===== config.mk =====
export PLATFORM = sky130hd
export DESIGN_NAME = fetch_stage_flat
export DESIGN_NICKNAME = d
export VERILOG_FILES = /design/src/rtl/rv32i_pkg.sv /design/src/rtl/fetch_stage_if.sv /design/src/rtl/fetch_stage_if_id_reg.sv /design/src/rtl/fetch_stage.sv /design/src/flat_wrapper.sv
export SDC_FILE = /design/constraint.sdc
export NUM_CORES = 1
export LEC_CHECK = 0
export ABC_AREA = 1
export BUFFER_PORTS_ARGS = -buffer_cell sky130_fd_sc_hd__clkbuf_2
export CORE_ASPECT_RATIO = 1.5
export CORE_MARGIN = 1.5
export CORE_UTILIZATION = 55
export DETAILED_ROUTE_END_ITERATION = 10
export PLACE_DENSITY_LB_ADDON = 0.05
export SETUP_SLACK_MARGIN = 0.4
export SLEW_MARGIN = 20
export SYNTH_ARGS = -nofsm -noshare
export SYNTH_HDL_FRONTEND = slang
export SYNTH_SLANG_ARGS = --single-unit

===== constraint.sdc =====
create_clock -name clk -period 2.13 [get_ports clk]
set_input_delay 0.426 -clock clk [delete_from_list [all_inputs] [get_ports clk]]
set_output_delay 0.426 -clock clk [all_outputs]
set_load 0.005 [all_outputs]

===== src/rtl/rv32i_pkg.sv =====
// Shared RV32I constants and helpers for the front end of the pipeline.
//   XLEN / ILEN       : datapath and instruction widths
//   RESET_PC_DEF      : default reset program counter
//   NOP_INSTR_DEF     : addi x0,x0,0, used as the pipeline bubble
//   align_word()      : clears the two low bits of a byte address
package rv32i_pkg;

    localparam int unsigned XLEN = 32;
    localparam int unsigned ILEN = 32;

    localparam logic [XLEN-1:0] RESET_PC_DEF  = 32'h0000_0000;
    localparam logic [ILEN-1:0] NOP_INSTR_DEF = 32'h0000_0013;

    function automatic logic [XLEN-1:0] align_word(input logic [XLEN-1:0] addr);
        return {addr[XLEN-1:2], 2'b00};
    endfunction

endpackage


===== src/rtl/fetch_stage_if.sv =====
// Signal bundle between the fetch stage and its surroundings (hazard unit,
// execute redirect, instruction memory, decode stage).
//   master : the fetch stage itself
//   slave  : the environment driving control and the instruction memory
interface fetch_stage_if;
    import rv32i_pkg::*;

    logic            stall;
    logic            redirect_valid;
    logic [XLEN-1:0] redirect_target;
    logic [XLEN-1:0] imem_addr;
    logic [ILEN-1:0] imem_instr;
    logic            id_valid;
    logic [XLEN-1:0] id_pc;
    logic [XLEN-1:0] id_pc_plus4;
    logic [ILEN-1:0] id_instr;
    logic            misalign_flag;
    logic [31:0]     fetch_count;

    modport master (
        input  stall, redirect_valid, redirect_target, imem_instr,
        output imem_addr, id_valid, id_pc, id_pc_plus4, id_instr, misalign_flag, fetch_count
    );

    modport slave (
        output stall, redirect_valid, redirect_target, imem_instr,
        input  imem_addr, id_valid, id_pc, id_pc_plus4, id_instr, misalign_flag, fetch_count
    );

endinterface


===== src/rtl/fetch_stage_if_id_reg.sv =====
// IF/ID pipeline register.
//   clk, rst        : clock, synchronous active-high reset
//   flush           : invalidate contents (pc fields hold, instr becomes NOP)
//   hold            : keep current contents (flush has priority)
//   pc_in, pc_plus4_in, instr_in : values captured on a normal advance
//   valid, pc, pc_plus4, instr   : registered outputs to decode
module if_id_reg
    import rv32i_pkg::*;
#(
    parameter logic [ILEN-1:0] NOP_INSTR = NOP_INSTR_DEF
) (
    input  logic            clk,
    input  logic            rst,
    input  logic            flush,
    input  logic            hold,
    input  logic [XLEN-1:0] pc_in,
    input  logic [XLEN-1:0] pc_plus4_in,
    input  logic [ILEN-1:0] instr_in,
    output logic            valid,
    output logic [XLEN-1:0] pc,
    output logic [XLEN-1:0] pc_plus4,
    output logic [ILEN-1:0] instr
);

    always_ff @(posedge clk) begin
        if (rst) begin
            valid    <= 1'b0;
            pc       <= '0;
            pc_plus4 <= '0;
            instr    <= NOP_INSTR;
        end else if (flush) begin
            valid <= 1'b0;
            instr <= NOP_INSTR;
        end else if (!hold) begin
            valid    <= 1'b1;
            pc       <= pc_in;
            pc_plus4 <= pc_plus4_in;
            instr    <= instr_in;
        end
    end

endmodule


===== src/rtl/fetch_stage.sv =====
// RV32I instruction-fetch stage: program counter, next-PC selection,
// fetch counter and the IF/ID register.
//   clk, rst : clock, synchronous active-high reset
//   bus      : fetch_stage_if.master (stall/redirect in, imem address/data,
//              IF/ID outputs, misalign pulse, fetch counter)
module fetch_stage
    import rv32i_pkg::*;
#(
    parameter logic [XLEN-1:0] RESET_PC  = RESET_PC_DEF,
    parameter logic [ILEN-1:0] NOP_INSTR = NOP_INSTR_DEF
) (
    input logic          clk,
    input logic          rst,
    fetch_stage_if.master bus
);

    logic [XLEN-1:0] pc_q;
    logic [XLEN-1:0] pc_plus4;
    logic            misalign_q;
    logic [31:0]     count_q;

    always_comb begin
        pc_plus4 = pc_q + 32'd4;
    end

    // Priority: rst > redirect > stall > advance. Redirect ignores stall.
    always_ff @(posedge clk) begin
        if (rst) begin
            pc_q       <= RESET_PC;
            misalign_q <= 1'b0;
            count_q    <= '0;
        end else if (bus.redirect_valid) begin
            pc_q       <= align_word(bus.redirect_target);
            misalign_q <= |bus.redirect_target[1:0];
        end else if (bus.stall) begin
            misalign_q <= 1'b0;
        end else begin
            pc_q       <= pc_plus4;
            misalign_q <= 1'b0;
            count_q    <= count_q + 32'd1;
        end
    end

    // Address comes straight from the register: no input-to-imem path.
    assign bus.imem_addr     = pc_q;
    assign bus.misalign_flag = misalign_q;
    assign bus.fetch_count   = count_q;

    if_id_reg #(
        .NOP_INSTR (NOP_INSTR)
    ) u_if_id_reg (
        .clk         (clk),
        .rst         (rst),
        .flush       (bus.redirect_valid),
        .hold        (bus.stall),
        .pc_in       (pc_q),
        .pc_plus4_in (pc_plus4),
        .instr_in    (bus.imem_instr),
        .valid       (bus.id_valid),
        .pc          (bus.id_pc),
        .pc_plus4    (bus.id_pc_plus4),
        .instr       (bus.id_instr)
    );

endmodule

===== src/flat_wrapper.sv =====
// flat-port wrapper written by rule: the top's interface ports become plain ports
module fetch_stage_flat import rv32i_pkg::*;
#(
    parameter logic [XLEN-1:0] RESET_PC  = RESET_PC_DEF,
    parameter logic [ILEN-1:0] NOP_INSTR = NOP_INSTR_DEF
)
  (clk, rst, bus_stall, bus_redirect_valid, bus_redirect_target, bus_imem_instr, bus_imem_addr, bus_id_valid, bus_id_pc, bus_id_pc_plus4, bus_id_instr, bus_misalign_flag, bus_fetch_count);
  fetch_stage_if bus_i ();
  input logic clk;
  input logic rst;
  input wire logic [$bits(bus_i.stall)-1:0] bus_stall;
  input wire logic [$bits(bus_i.redirect_valid)-1:0] bus_redirect_valid;
  input wire logic [$bits(bus_i.redirect_target)-1:0] bus_redirect_target;
  input wire logic [$bits(bus_i.imem_instr)-1:0] bus_imem_instr;
  output wire logic [$bits(bus_i.imem_addr)-1:0] bus_imem_addr;
  output wire logic [$bits(bus_i.id_valid)-1:0] bus_id_valid;
  output wire logic [$bits(bus_i.id_pc)-1:0] bus_id_pc;
  output wire logic [$bits(bus_i.id_pc_plus4)-1:0] bus_id_pc_plus4;
  output wire logic [$bits(bus_i.id_instr)-1:0] bus_id_instr;
  output wire logic [$bits(bus_i.misalign_flag)-1:0] bus_misalign_flag;
  output wire logic [$bits(bus_i.fetch_count)-1:0] bus_fetch_count;
  assign bus_i.stall = bus_stall;
  assign bus_i.redirect_valid = bus_redirect_valid;
  assign bus_i.redirect_target = bus_redirect_target;
  assign bus_i.imem_instr = bus_imem_instr;
  assign bus_imem_addr = bus_i.imem_addr;
  assign bus_id_valid = bus_i.id_valid;
  assign bus_id_pc = bus_i.id_pc;
  assign bus_id_pc_plus4 = bus_i.id_pc_plus4;
  assign bus_id_instr = bus_i.id_instr;
  assign bus_misalign_flag = bus_i.misalign_flag;
  assign bus_fetch_count = bus_i.fetch_count;
  fetch_stage #(.RESET_PC(RESET_PC), .NOP_INSTR(NOP_INSTR)) u_core (.clk(clk), .rst(rst), .bus(bus_i));
endmodule

; Word-level counts from Yosys, hierarchy flattened
; Index checks and enable logic that the tools add are counted.
[totals]
wordCells = 19
register_bits = 162
inputBits = 68
output_inout_bits = 162
[classes]
n_reduce_logical = 4
mux = 2
addsub = 2
bitwise_logic = 2
n_eq_ne = 1
[op_table]
columns = operator, count
row1 = 32-bit 2-to-1 mux, 2
row2 = "32-bit by 1-bit adder with 32-bit output, second input constant", 1
row3 = "32-bit by 3-bit adder with 32-bit output, second input constant", 1
row4 = 2-bit OR reduction, 3
row5 = "2-bit by 1-bit inequality test with 1-bit output, second input constant", 1
row6 = 1-bit NOT, 2
row7 = 2-bit AND reduction, 1

; Depth between registers and ports, before layout
; Gate-level depths: netlist of run 1.
[depth]
ltp_word = 3
ltp_mapped = 10
depth_no_buf = 10

; By module
; A second synthesis of run 1 with hierarchy kept.
[hier_totals]
hier_cells = 1158
hier_area_um2 = 7683.6
[by_module_without_submodules]
columns = module, n_inst, seq_area_each_um2, area_per_inst_um2, cells_each
row1 = fetch_stage, 1, 1261.2, 3881.2, 608
row2 = if_id_reg, 1, 1941.9, 3802.4, 550

; Worst setup path before layout of run 1
; OpenSTA, ideal clock, no wires.
[synth_path]
path_type = in2reg
start = in bus_redirect_valid
end = reg u_core.count_q[30], in the netlist u_core.bus.fetch_count[30]
arrival_time_ps = 1337
setup_ps = 118
path_slack_ps = 676
path_buffers = 1
cell_stages = 9
t_required_ps = 2012
cell_sequence = buf_4 inv_2 nand2_4 nor2_4 nand3_1 nor2_1 nand3_1 nor3_1 nor2_1
[synth_between]
elab_chain_cells = 2
[synth_lines]
columns = element, line
row1 = "start, declared", flat_wrapper.sv:12  ; input wire logic [$bits(bus_i.redirect_valid)-1:0] bus_redirect_valid;
row2 = 1-bit NOT (no line), n/a
row3 = 2-bit AND reduction (no line), n/a
row4 = "end signal, assigned", fetch_stage.sv:40  ; count_q <= count_q + 32'd1;
row5 = "end, declared", fetch_stage.sv:20  ; logic [31:0] count_q;
; Every way passes these cells.
; A chain may end at the register's enable or synchronous reset.

; Worst setup path in the final report of run 1
[layout_path]
start = reg u_core.pc_q[4], in the netlist u_core.bus.imem_addr[4]
end = reg u_core.pc_q[15], in the netlist u_core.bus.imem_addr[15]
[layout_between]
elab_chain_cells = 3
[layout_lines]
columns = element, line
row1 = "start, declared", fetch_stage.sv:17  ; logic [XLEN-1:0] pc_q;
row2 = "start signal, assigned", fetch_stage.sv:33  ; pc_q <= align_word(bus.redirect_target);
row3 = "start signal, assigned", fetch_stage.sv:38  ; pc_q <= pc_plus4;
row4 = 32-bit by 3-bit adder with 32-bit output, fetch_stage.sv:23  ; pc_plus4 = pc_q + 32'd4;
row5 = 32-bit 2-to-1 mux, fetch_stage.sv:35  ; end else if (bus.stall) begin
row6 = 32-bit 2-to-1 mux, fetch_stage.sv:32  ; end else if (bus.redirect_valid) begin
; Every way passes these cells. The select of a mux whose other input is x is not followed.

==> results of run 1 <==
-- cell families (layout without fill, tap and decap cells) --
logic type      count (synthesis)  in the layout  synth area share, %
fa+ha+maj                       2              2                0.360
other cells                     1              6               0.0540
buf+inv                       137            360                 8.18
compound gates                195            195                 14.7
flops                         156            156                 45.0
simple gates                  510            510                 30.1
xor+xnor                       13             13                 1.64
-- synth_stat cells, drive strengths merged --
cell type | count | area share [%]
o21ai | 65 | 4.7
xnor2 | 6 | 0.76
xor2 | 7 | 0.88
a21oi | 112 | 8.1
nor3b | 1 | 0.11
a31oi | 8 | 0.72
nor2 | 144 | 8.6
ha | 2 | 0.36
a22o | 7 | 0.88
nor3 | 8 | 0.65
or2 | 1 | 0.090
nand4 | 8 | 0.72
inv | 87 | 4.8
clkbuf | 32 | 1.7
nand3 | 37 | 2.7
buf | 18 | 1.7
conb | 1 | 0.054
o21bai | 2 | 0.22
nand3b | 3 | 0.32
o21a | 1 | 0.11
dfxtp | 156 | 45
nand2 | 307 | 17
and3 | 1 | 0.090
-- cell type report --
type / count / area [um^2]
timing repair buffer: 241 / 1280
multi-input combinational: 726 / 3310
sequential: 156 / 3130
clock inverter: 11 / 155
clock buffer: 21 / 460
fill: 1142 / 3520
inverter: 87 / 332
tap: 156 / 195
-- path summary, 6_finish.rpt --
| path | startpoint | endpoint | slack (ps) | depth (start not counted) |
|---|---|---|---|---|
| setup reg to reg | u_core.bus.imem_addr[4] | u_core.bus.imem_addr[15] | 500 | 7 |
| hold / removal | bus_imem_instr[4] | u_core.u_if_id_reg.instr[4] | 210 | 3 |
| setup / recovery | u_core.bus.imem_addr[4] | u_core.bus.imem_addr[15] | 500 | 7 |
| hold reg to reg | u_core.u_if_id_reg.pc_plus4[14] | u_core.u_if_id_reg.pc_plus4[14] | 460 | 2 |
-- timing repair --
item | in CTS | in global routing
buffers inserted | 0 | 1
resized for setup | 1 | 18
pin swaps | 0 | 1
setup endpoints to repair | 1 | 33
hold endpoints to repair | 0 | 0
-- where the power goes --
group	internal [W]	total, W	switching [W]
Sequential	0.00303	0.00313	0.0000971
Clock	0.00193	0.00317	0.00124
Combinational	0.000233	0.000566	0.000333
Total	0.00519	0.00686	0.00167
-- critical path, delay by kind of cell, from the launching register on --
family,cells,cell delay (ps)
AND/OR/NAND/NOR,5,710
flip-flops,1,490
AO/OA/AOI/OAI,1,180
XOR/XNOR,1,170
-- metrics by stage --
| stage | power, W | cells |
|---|---|---|
| global placement | 0.00374 | 1365 |
| finish | 0.00686 | 1398 |
| global route | 0.00710 | 1398 |
| detailed placement | 0.00375 | 1365 |
| CTS | 0.00689 | 1397 |
| floorplan | 0.00347 | 1019 |
-- state kept, by name, summed over array words and instances, names as in the netlist --
register and flops:
u_core.u_if_id_reg.valid 1, u_core.bus.fetch_count 32, u_core.u_if_id_reg.pc 30, u_core.bus.misalign_flag 1
u_core.bus.imem_addr 30, u_core.u_if_id_reg.pc_plus4 30, u_core.u_if_id_reg.instr 32
-- routing by layer --
metal | track usage [%] | up-vias | routed length, um
li1 | - | 3662 | -
met2 | 53.2 | 261 | 10400
met1 | 33.9 | 3295 | 7590
met3 | 7.44 | 51 | 1370
met4 | 15.6 | 0 | 718
met5 | 0 | - | 0
==> results by group, run 1 <==
CTS
  • H-tree depth: 4
  • Maximum clock path buffer count: 2
  • Clock Latency Late Sink: 420 ps
  • CTS Hold Bufs: 0
  • Clock net sink count: 156
  • TritonCTS Buffers: 17
  • CTS tree: built
  • Clock root cell: clkbuf_16
  • Reg clk slew, reported paths: 60 ps

GRT
  • Vias in the first global route: 6570
  • Total track usage: 30.6%
  • Grt ovf: 0
  • Largest net degree at the start of global routing: 73
  • Antenna violations before repair: 0
  • First-pass GRT wire length: 31.8 mm

Detailed routing
  • Vias after detailed routing: 7269
  • First-pass DRT Iterations: 5
  • 1st-iter DRT viols: 388
  • Routed len/inst: 14.4 um
  • Drt total wl: 20.1 mm
  • Final routed DRC violation total: 0
  • Avg Vias per Cell: 5.20
  • Routed Antenna Nets: 0

Yosys
  • Synth unique cells: 33
  • Syn Area/Cell: 6.85 um^2
  • Flops & latches, synth: 156
  • Syn Inst Count: 1014
  • Yosys Warn Count: 0
  • Syn Std Cell Area: 6950 um^2
  • Register area share after synthesis: 45.0%

STA
  • Setup Skew: 12.5 ps
  • Final worst slack: 500 ps
  • Worst hold slack: 206 ps
  • Setup-failing EPs final: 0
  • Final hold vios: 0
  • Setup TNS: 0 ps
  • RSZ-0062 raised after global routing: false
  • Period utilisation layout: 76.5%
  • Max Clock Freq: 614 MHz
  • Worst-margin pin slew: 597 ps
  • Slew HR: 59.9%
  • Max-slew violations: 0
  • Post-layout min period: 1630 ps

Floorplan
  • Std cell rows: 50
  • Core footprint: 12400 um^2
  • Io pins: 230
  • Height of the die: 141 um
  • Initial Util: 56.1%
  • Die ar.: 13300 um^2
  • DIE WIDTH: 94.8 um

Finish
  • Nets: 1299
  • Final core utilization: 71.6%
  • Layout cell share with drive strength beyond 1: 24.9%
  • Commonest non-fill, non-tap cell in the layout: nand2_1
  • # diodes: 0
  • Most frequent cells in the layout: nand2_1 (303), clkbuf_2 (223), dfxtp_1 (147), nor2_1 (125), a21oi_1 (112)
  • Synthesis-to-layout area growth: 27.6%
  • Cell area after layout: 8860 um^2

Worst setup path
  • Crit Path Category: register to register
  • WP data required: 2470 ps
  • Critical Path AT: 1970 ps
  • Slowest CP cell: dfxtp_1
  • Most used cell, CP: nand2_1
  • Worst Path Max Fanout: 8
  • CP endpoint kind: register
  • Startpoint types: register
  • Critical path cell sequence: nand2_1 > nor2_2 > nand2_1 > nor2_2 > xor2_1 > nand2_1 > a21oi_1
  • Slowest stage delay, CP: 490 ps

Power
  • Pwr/cell area: 774 nW/um^2
  • Leakage: 3.91 nW
  • Worst vdd ir: 0.567 mV

Placed design
  • Post-DP HPWL: 15.1 mm
  • Gp weighted congestion: 0.912
  • Pre-CTS setup slack: 400 ps
  • Placed inst area: 8190 um^2
  • Count of input and output buffers: 223

Status
  • Status: completed

Run
  • Max Cap Viol: 0

Min path
  • Hold Path Class: primary input to register
(Power assumes the default switching activity.)
==> run 2, diff against run 1 <==
CORE_UTILIZATION = 51   (was 55)
clock period = 1.7 ns   (was 2.13 ns; I/O delays follow)
==> run 2 against run 1 <==
Final cell count is 6.3% higher. Register-to-register slack worse by 320 ps. Combinational power is 62% higher. Clock-buffer cell count is 2 lower. Sequential power is 24% higher. Global-route usage is 0.87 points higher. Die area is 7.6% higher. Power is 25% higher. Non-clock buffer count is 82 higher. Via count is 8.9% higher. Maximum frequency is 7.6% higher. Clock power is 19% higher.
==> results by group, run 2 (synthesized netlist as in run 1, its figures left out) <==
Status
  • Status: completed

STA
  • Period utilisation layout: 89.1% (+13 points)
  • Setup TNS: 0 ps (unchanged)
  • Worst-margin pin slew: 537 ps (-60.3 ps)
  • Max Clock Freq: 660 MHz (+7.6%)
  • Post-layout min period: 1510 ps (-115 ps)
  • Max-slew violations: 0 (unchanged)
  • Slew HR: 64.2% (+4.3 points)
  • Setup-failing EPs final: 0 (unchanged)
  • Setup Skew: 12.7 ps (+0.221 ps)
  • RSZ-0062 raised after global routing: true
  • Final hold vios: 0 (unchanged)

Detailed routing
  • Routed Antenna Nets: 0 (unchanged)
  • Avg Vias per Cell: 5.33 (+2.5%)
  • 1st-iter DRT viols: 402 (+3.6%)
  • Drt total wl: 24.4 mm (+21%)
  • First-pass DRT Iterations: 7 (+2)
  • Final routed DRC violation total: 0 (unchanged)
  • Routed len/inst: 16.4 um (+14%)
  • Vias after detailed routing: 7917 (+8.9%)

GRT
  • First-pass GRT wire length: 36.3 mm (+14%)
  • Largest net degree at the start of global routing: 61 (-16%)
  • GR Util met1: 35.2% (+1.3 points)
  • Grt ovf: 0 (unchanged)
  • GR Util met2: 56.3% (+3.1 points)
  • Antenna violations before repair: 0 (unchanged)
  • Vias in the first global route: 7391 (+12%)
  • Gr busiest metal: met2
  • Total track usage: 31.5% (+0.87 points)
  • Grt met3 use: 6.39% (-1.1 points)

Worst setup path
  • Crit Path Category: register to register
  • Startpoint types: register
  • CP endpoint kind: register
  • Critical Path AT: 1800 ps (-170 ps)
  • WP data required: 1990 ps (-480 ps)
  • Worst Path Max Fanout: 4 (-4)

Placed design
  • Placed inst area: 8450 um^2 (+3.1%)
  • Post-DP HPWL: 15.5 mm (+3.1%)
  • Gp weighted congestion: 0.918 (+0.67%)
  • Placed insts: 1392 (+2.0%)
  • Count of input and output buffers: 223 (unchanged)

CTS
  • CTS Hold Bufs: 0 (unchanged)
  • Clock net sink count: 156 (unchanged)
  • Clock root cell: clkbuf_16
  • Maximum clock path buffer count: 2 (unchanged)
  • H-tree depth: 4 (unchanged)
  • CTS tree: built
  • Clock Latency Late Sink: 430 ps (about the same)
  • TritonCTS Buffers: 17 (unchanged)
  • Reg clk slew, reported paths: 70 ps (about the same)

Floorplan
  • Initial Util: 51.8% (-4.3 points)
  • Core footprint: 13400 um^2 (+8.2%)
  • Io pins: 230 (unchanged)
  • Die ar.: 14300 um^2 (+7.6%)
  • Std cell rows: 52 (+4.0%)
  • DIE WIDTH: 98.3 um (+3.7%)
  • Height of the die: 146 um (+3.8%)

Finish
  • Commonest non-fill, non-tap cell in the layout: nand2_1
  • # diodes: 0 (unchanged)
  • Synthesis-to-layout area growth: 50.0%
  • Layout cell share with drive strength beyond 1: 42.7% (+18 points)
  • Cell area after layout: 10400 um^2 (+18%)
  • Final core utilization: 77.7% (+6.2 points)
  • Nets: 1381 (+6.3%)
  • Most frequent cells in the layout: nand2_1 (262), clkbuf_2 (211), a21oi_1 (98), dfxtp_1 (95), nor2_1 (87)
  • Layout Cells excl Fill: 1486 (+6.3%)

Power
  • Leakage: 4.65 nW (+19%)
  • Pwr/cell area: 822 nW/um^2 (+6.3%)
  • Worst vdd ir: 0.689 mV (+22%)

Min path
  • Hold Path Class: primary input to register

Run
  • Max Cap Viol: 0 (unchanged)
-- run 2: changes by cell type in the layout (fill, tap and decap cells not counted), sizes merged --
| cell | delta |
|---|---|
| buf | +94 |
| clkbuf | -14 |
| clkinv | +3 |
| bufinv | -2 |
| inv | +1 |
-- run 2: worst paths after layout --
path                                    start                     endpoint  slack [ps]  cells past startpoint
setup / recovery      u_core.bus.imem_addr[3]     u_core.bus.imem_addr[12]         190                      8
hold / removal              bus_imem_instr[4]  u_core.u_if_id_reg.instr[4]         120                      3
setup reg to reg      u_core.bus.imem_addr[3]     u_core.bus.imem_addr[12]         190                      8
hold reg to reg   u_core.u_if_id_reg.instr[7]  u_core.u_if_id_reg.instr[7]         460                      2
-- run 2: repair_timing --
action	4_1_cts	5_1_grt
gates resized for setup	165	133
pin swaps	45	48
cloned	1	0
setup endpoints to repair	117	111
buffers inserted	39	22
-- run 2: metrics by stage --
| stage | power, W | hold slack, ps | setup slack (ps) |
|---|---|---|---|
| detailed placement | 0.00474 | 453 | 76.0 |
| finish | 0.00857 | 119 | 185 |
| global placement | 0.00473 | 444 | 89.9 |
| global route | 0.00884 | 132 | 83.2 |
| floorplan | 0.00436 | 453 | 366 |
| CTS | 0.00853 | 112 | 275 |
-- run 2: final cells by class --
| type | instances | area [um^2] |
|---|---|---|
| Inverter | 87 | 337 |
| Sequential cell | 156 | 3290 |
| Tap cell | 162 | 203 |
| Fill cell | 995 | 2990 |
| Multi-Input combinational cell | 726 | 3920 |
| Clock inverter | 13 | 133 |
| Timing Repair Buffer | 323 | 2090 |
| Clock buffer | 19 | 443 |
-- run 2: critical path, stage by stage, from the launching register on --
cell	delay [ps]
dfxtp_4	380
ha_4	170
nand2_4	60
nor2_4	150
nand2_4	110
nor2_4	160
a21oi_1	110
o21ai_1	150
a21oi_1	100
-- run 2: report_power, final --
part,internal (W),switching [W]
clock network,0.00210,0.00167
registers,0.00376,0.000124
logic,0.000408,0.000510
total,0.00626,0.00230
-- run 2: routing by layer --
metal | routed length (um) | up-vias
met5 | 0 | -
met1 | 8810 | 3643
met4 | 1050 | 0
met2 | 12800 | 359
met3 | 1690 | 89
li1 | - | 3826
==> run 3, diff against run 2 <==
CORE_UTILIZATION = 45   (was 51)
==> run 3 against run 2 <==
Clock skew fell by 1.8 ps. Register-to-register slack hardly changed. Die area is 13% higher. Setup slack got worse by 6.3 ps. Sequential share of layout area is 0.61 points lower. Utilization down 7.7 points. Power rose by 1.1%. Non-clock buffer count decreased by 1. Clock power up 3%. Sequential power about the same. Critical path type unchanged. Global-route usage shrank 4.1 points.
==> results by group, run 3 (synthesized netlist as in run 1, its figures left out) <==
Status
  • Status: completed

Detailed routing
  • Routed Antenna Nets: 0 (unchanged)
  • Final routed DRC violation total: 0 (unchanged)
  • Vias after detailed routing: 7748 (-2.1%)
  • 1st-iter DRT viols: 401 (-0.25%)
  • Drt total wl: 23.9 mm (-2.0%)
  • Avg Vias per Cell: 5.09 (-4.4%)
  • Routed len/inst: 15.7 um (-4.3%)
  • First-pass DRT Iterations: 5 (-2)

GRT
  • Total track usage: 27.4% (-4.1 points)
  • GR Util met2: 48.9% (-7.4 points)
  • Vias in the first global route: 7128 (-3.6%)
  • Grt ovf: 0 (unchanged)
  • Largest net degree at the start of global routing: 52 (-15%)
  • Antenna violations before repair: 0 (unchanged)
  • Gr busiest metal: met2
  • Grt met3 use: 5.32% (-1.1 points)
  • GR Util met1: 30.6% (-4.7 points)
  • First-pass GRT wire length: 35.3 mm (-2.6%)

Floorplan
  • Io pins: 230 (unchanged)
  • DIE WIDTH: 104 um (+6.3%)
  • Die ar.: 16200 um^2 (+13%)
  • Height of the die: 155 um (+6.3%)
  • Initial Util: 46.1% (-5.7 points)
  • Std cell rows: 55 (+5.8%)
  • Core footprint: 15100 um^2 (+12%)

Min path
  • Hold Path Class: primary input to register

STA
  • Worst hold slack: 113 ps (-6.26 ps)
  • Setup-failing EPs final: 0 (unchanged)
  • RSZ-0062 raised after global routing: true
  • Post-layout min period: 1520 ps (+6.25 ps)
  • Final hold vios: 0 (unchanged)
  • Period utilisation layout: 89.5% (+0.37 points)
  • Final worst slack: 179 ps (-6.25 ps)
  • Max-slew violations: 0 (unchanged)
  • Max Clock Freq: 658 MHz (-0.41%)
  • Slew HR: 61.0% (-3.2 points)
  • Worst-margin pin slew: 586 ps (+48.6 ps)
  • Setup TNS: 0 ps (unchanged)
  • Setup Skew: 10.9 ps (-1.82 ps)

Placed design
  • Pre-CTS setup slack: 137 ps (+61.1 ps)
  • Post-DP HPWL: 15.8 mm (+1.8%)
  • Placed insts: 1426 (+2.4%)
  • Count of input and output buffers: 223 (unchanged)
  • Gp weighted congestion: 0.873 (-5.0%)

Worst setup path
  • Slowest stage delay, CP: 360 ps (-20 ps)
  • Worst Path Max Fanout: 5 (+1)
  • Slowest CP cell: dfxtp_2
  • WP data required: 2010 ps (+20 ps)
  • Crit Path Category: register to register
  • CP top delay family: simple AND/OR/NAND/NOR gates
  • Sum of buffers and inverters on the critical path: 2 (+2)
  • Critical path cell sequence: buf_6 > nand2_4 > nor2_4 > nand3b_1 > nor2_4 > buf_6 > a21oi_2 > o21a_1
  • CP endpoint kind: register
  • Startpoint types: register
  • Critical Path AT: 1830 ps (+30 ps)

Power
  • Switching share of power: 26.3% (-0.57 points)
  • Clk pwr share: 44.6% (+0.7 points)
  • Pwr/cell area: 821 nW/um^2 (-0.18%)
  • Pint: 0.00638 W (+1.8%)
  • Worst vdd ir: 0.606 mV (-12%)
  • Logic pwr share: 10.5% (-0.2 points)
  • Sequential share of power: 45.0% (-0.3 points)
  • Psw: 0.00228 W (-1.1%)
  • Leakage: 4.64 nW (-0.33%)

Finish
  • Synthesis-to-layout area growth: 51.8%
  • Most frequent cells in the layout: nand2_1 (256), clkbuf_2 (212), dfxtp_1 (96), a21oi_1 (89), nor2_1 (81)
  • Layout cell share with drive strength beyond 1: 44.3% (+1.6 points)
  • Commonest non-fill, non-tap cell in the layout: nand2_1
  • Nets: 1380 (-0.072%)
  • Layout Cells excl Fill: 1522 (+2.4%)
  • # diodes: 0 (unchanged)

CTS
  • Clock Latency Late Sink: 430 ps (about the same)
  • H-tree depth: 4 (unchanged)
  • CTS tree: built
  • Clock net sink count: 156 (unchanged)
  • Clock root cell: clkbuf_16
  • CTS Hold Bufs: 0 (unchanged)
  • Reg clk slew, reported paths: 70 ps (about the same)
  • Maximum clock path buffer count: 2 (unchanged)
  • TritonCTS Buffers: 17 (unchanged)

Run
  • Max Cap Viol: 0 (unchanged)
[run 3: changes by cell type in the layout (fill, tap and decap cells not counted), sizes merged]
cell / before / now
clkinv: 5 / 2
buf: 112 / 110
bufinv: 1 / 2
clkbuf: 230 / 231
clkinvlp: 1 / 2
inv: 93 / 94
[run 3: path summary, 6_finish.rpt]
kind                                     from                     endpoint  depth (start not counted)  slack [ps]
setup / recovery    u_core.bus.fetch_count[5]   u_core.bus.fetch_count[16]                          8         180
hold / removal              bus_imem_instr[1]  u_core.u_if_id_reg.instr[1]                          3         110
setup reg to reg    u_core.bus.fetch_count[5]   u_core.bus.fetch_count[16]                          8         180
hold reg to reg   u_core.u_if_id_reg.instr[7]  u_core.u_if_id_reg.instr[7]                          2         460
[run 3: layout make-up]
cell class | count | area (um^2)
clock buffers | 19 | 433
flip-flops and latches | 156 | 3270
repair buffers | 322 | 2100
inverters | 87 | 339
fillers | 1273 | 4520
multi-input cells | 726 | 4010
clock inverters | 13 | 154
well taps | 199 | 249
[run 3: power by group through the flow]
stage | sequential, W | combinational (W) | clock (W)
global route | 0.00391 | 0.000997 | 0.00406
detailed placement | 0.00398 | 0.000762 | 0
global placement | 0.00398 | 0.000755 | 0
floorplan | 0.00398 | 0.000383 | 0
finish | 0.00389 | 0.000907 | 0.00386
CTS | 0.00390 | 0.000830 | 0.00391
[run 3: metal layers]
layer | wire length, um | share of wire (%)
met2 | 12200 | 51
met3 | 1270 | 5.3
met4 | 1160 | 4.8
met5 | 0 | 0
met1 | 9290 | 39
[run 3: metrics by stage]
stage                     util (%)  power, W  area [um^2]
final                         70.0   0.00866        10500
after global placement        56.3   0.00473         8480
after floorplan                  -   0.00436         7050
after CTS                     65.2   0.00863         9830
after global routing          70.0   0.00896        10500
after detailed placement      56.3   0.00474         8480
[run 3: timing repair]
action	CTS	global route
setup endpoints to repair	117	110
resized for setup	171	152
buffers inserted	36	27
cloned	1	0
pin swaps	40	47
[run 3: worst register-to-register path, cell delays in order (launching register included)]
cell and delay [ps]:
dfxtp_2 360, buf_6 120, nand2_4 60, nor2_4 210, nand3b_1 170, nor2_4 200
buf_6 130, a21oi_2 40, o21a_1 120
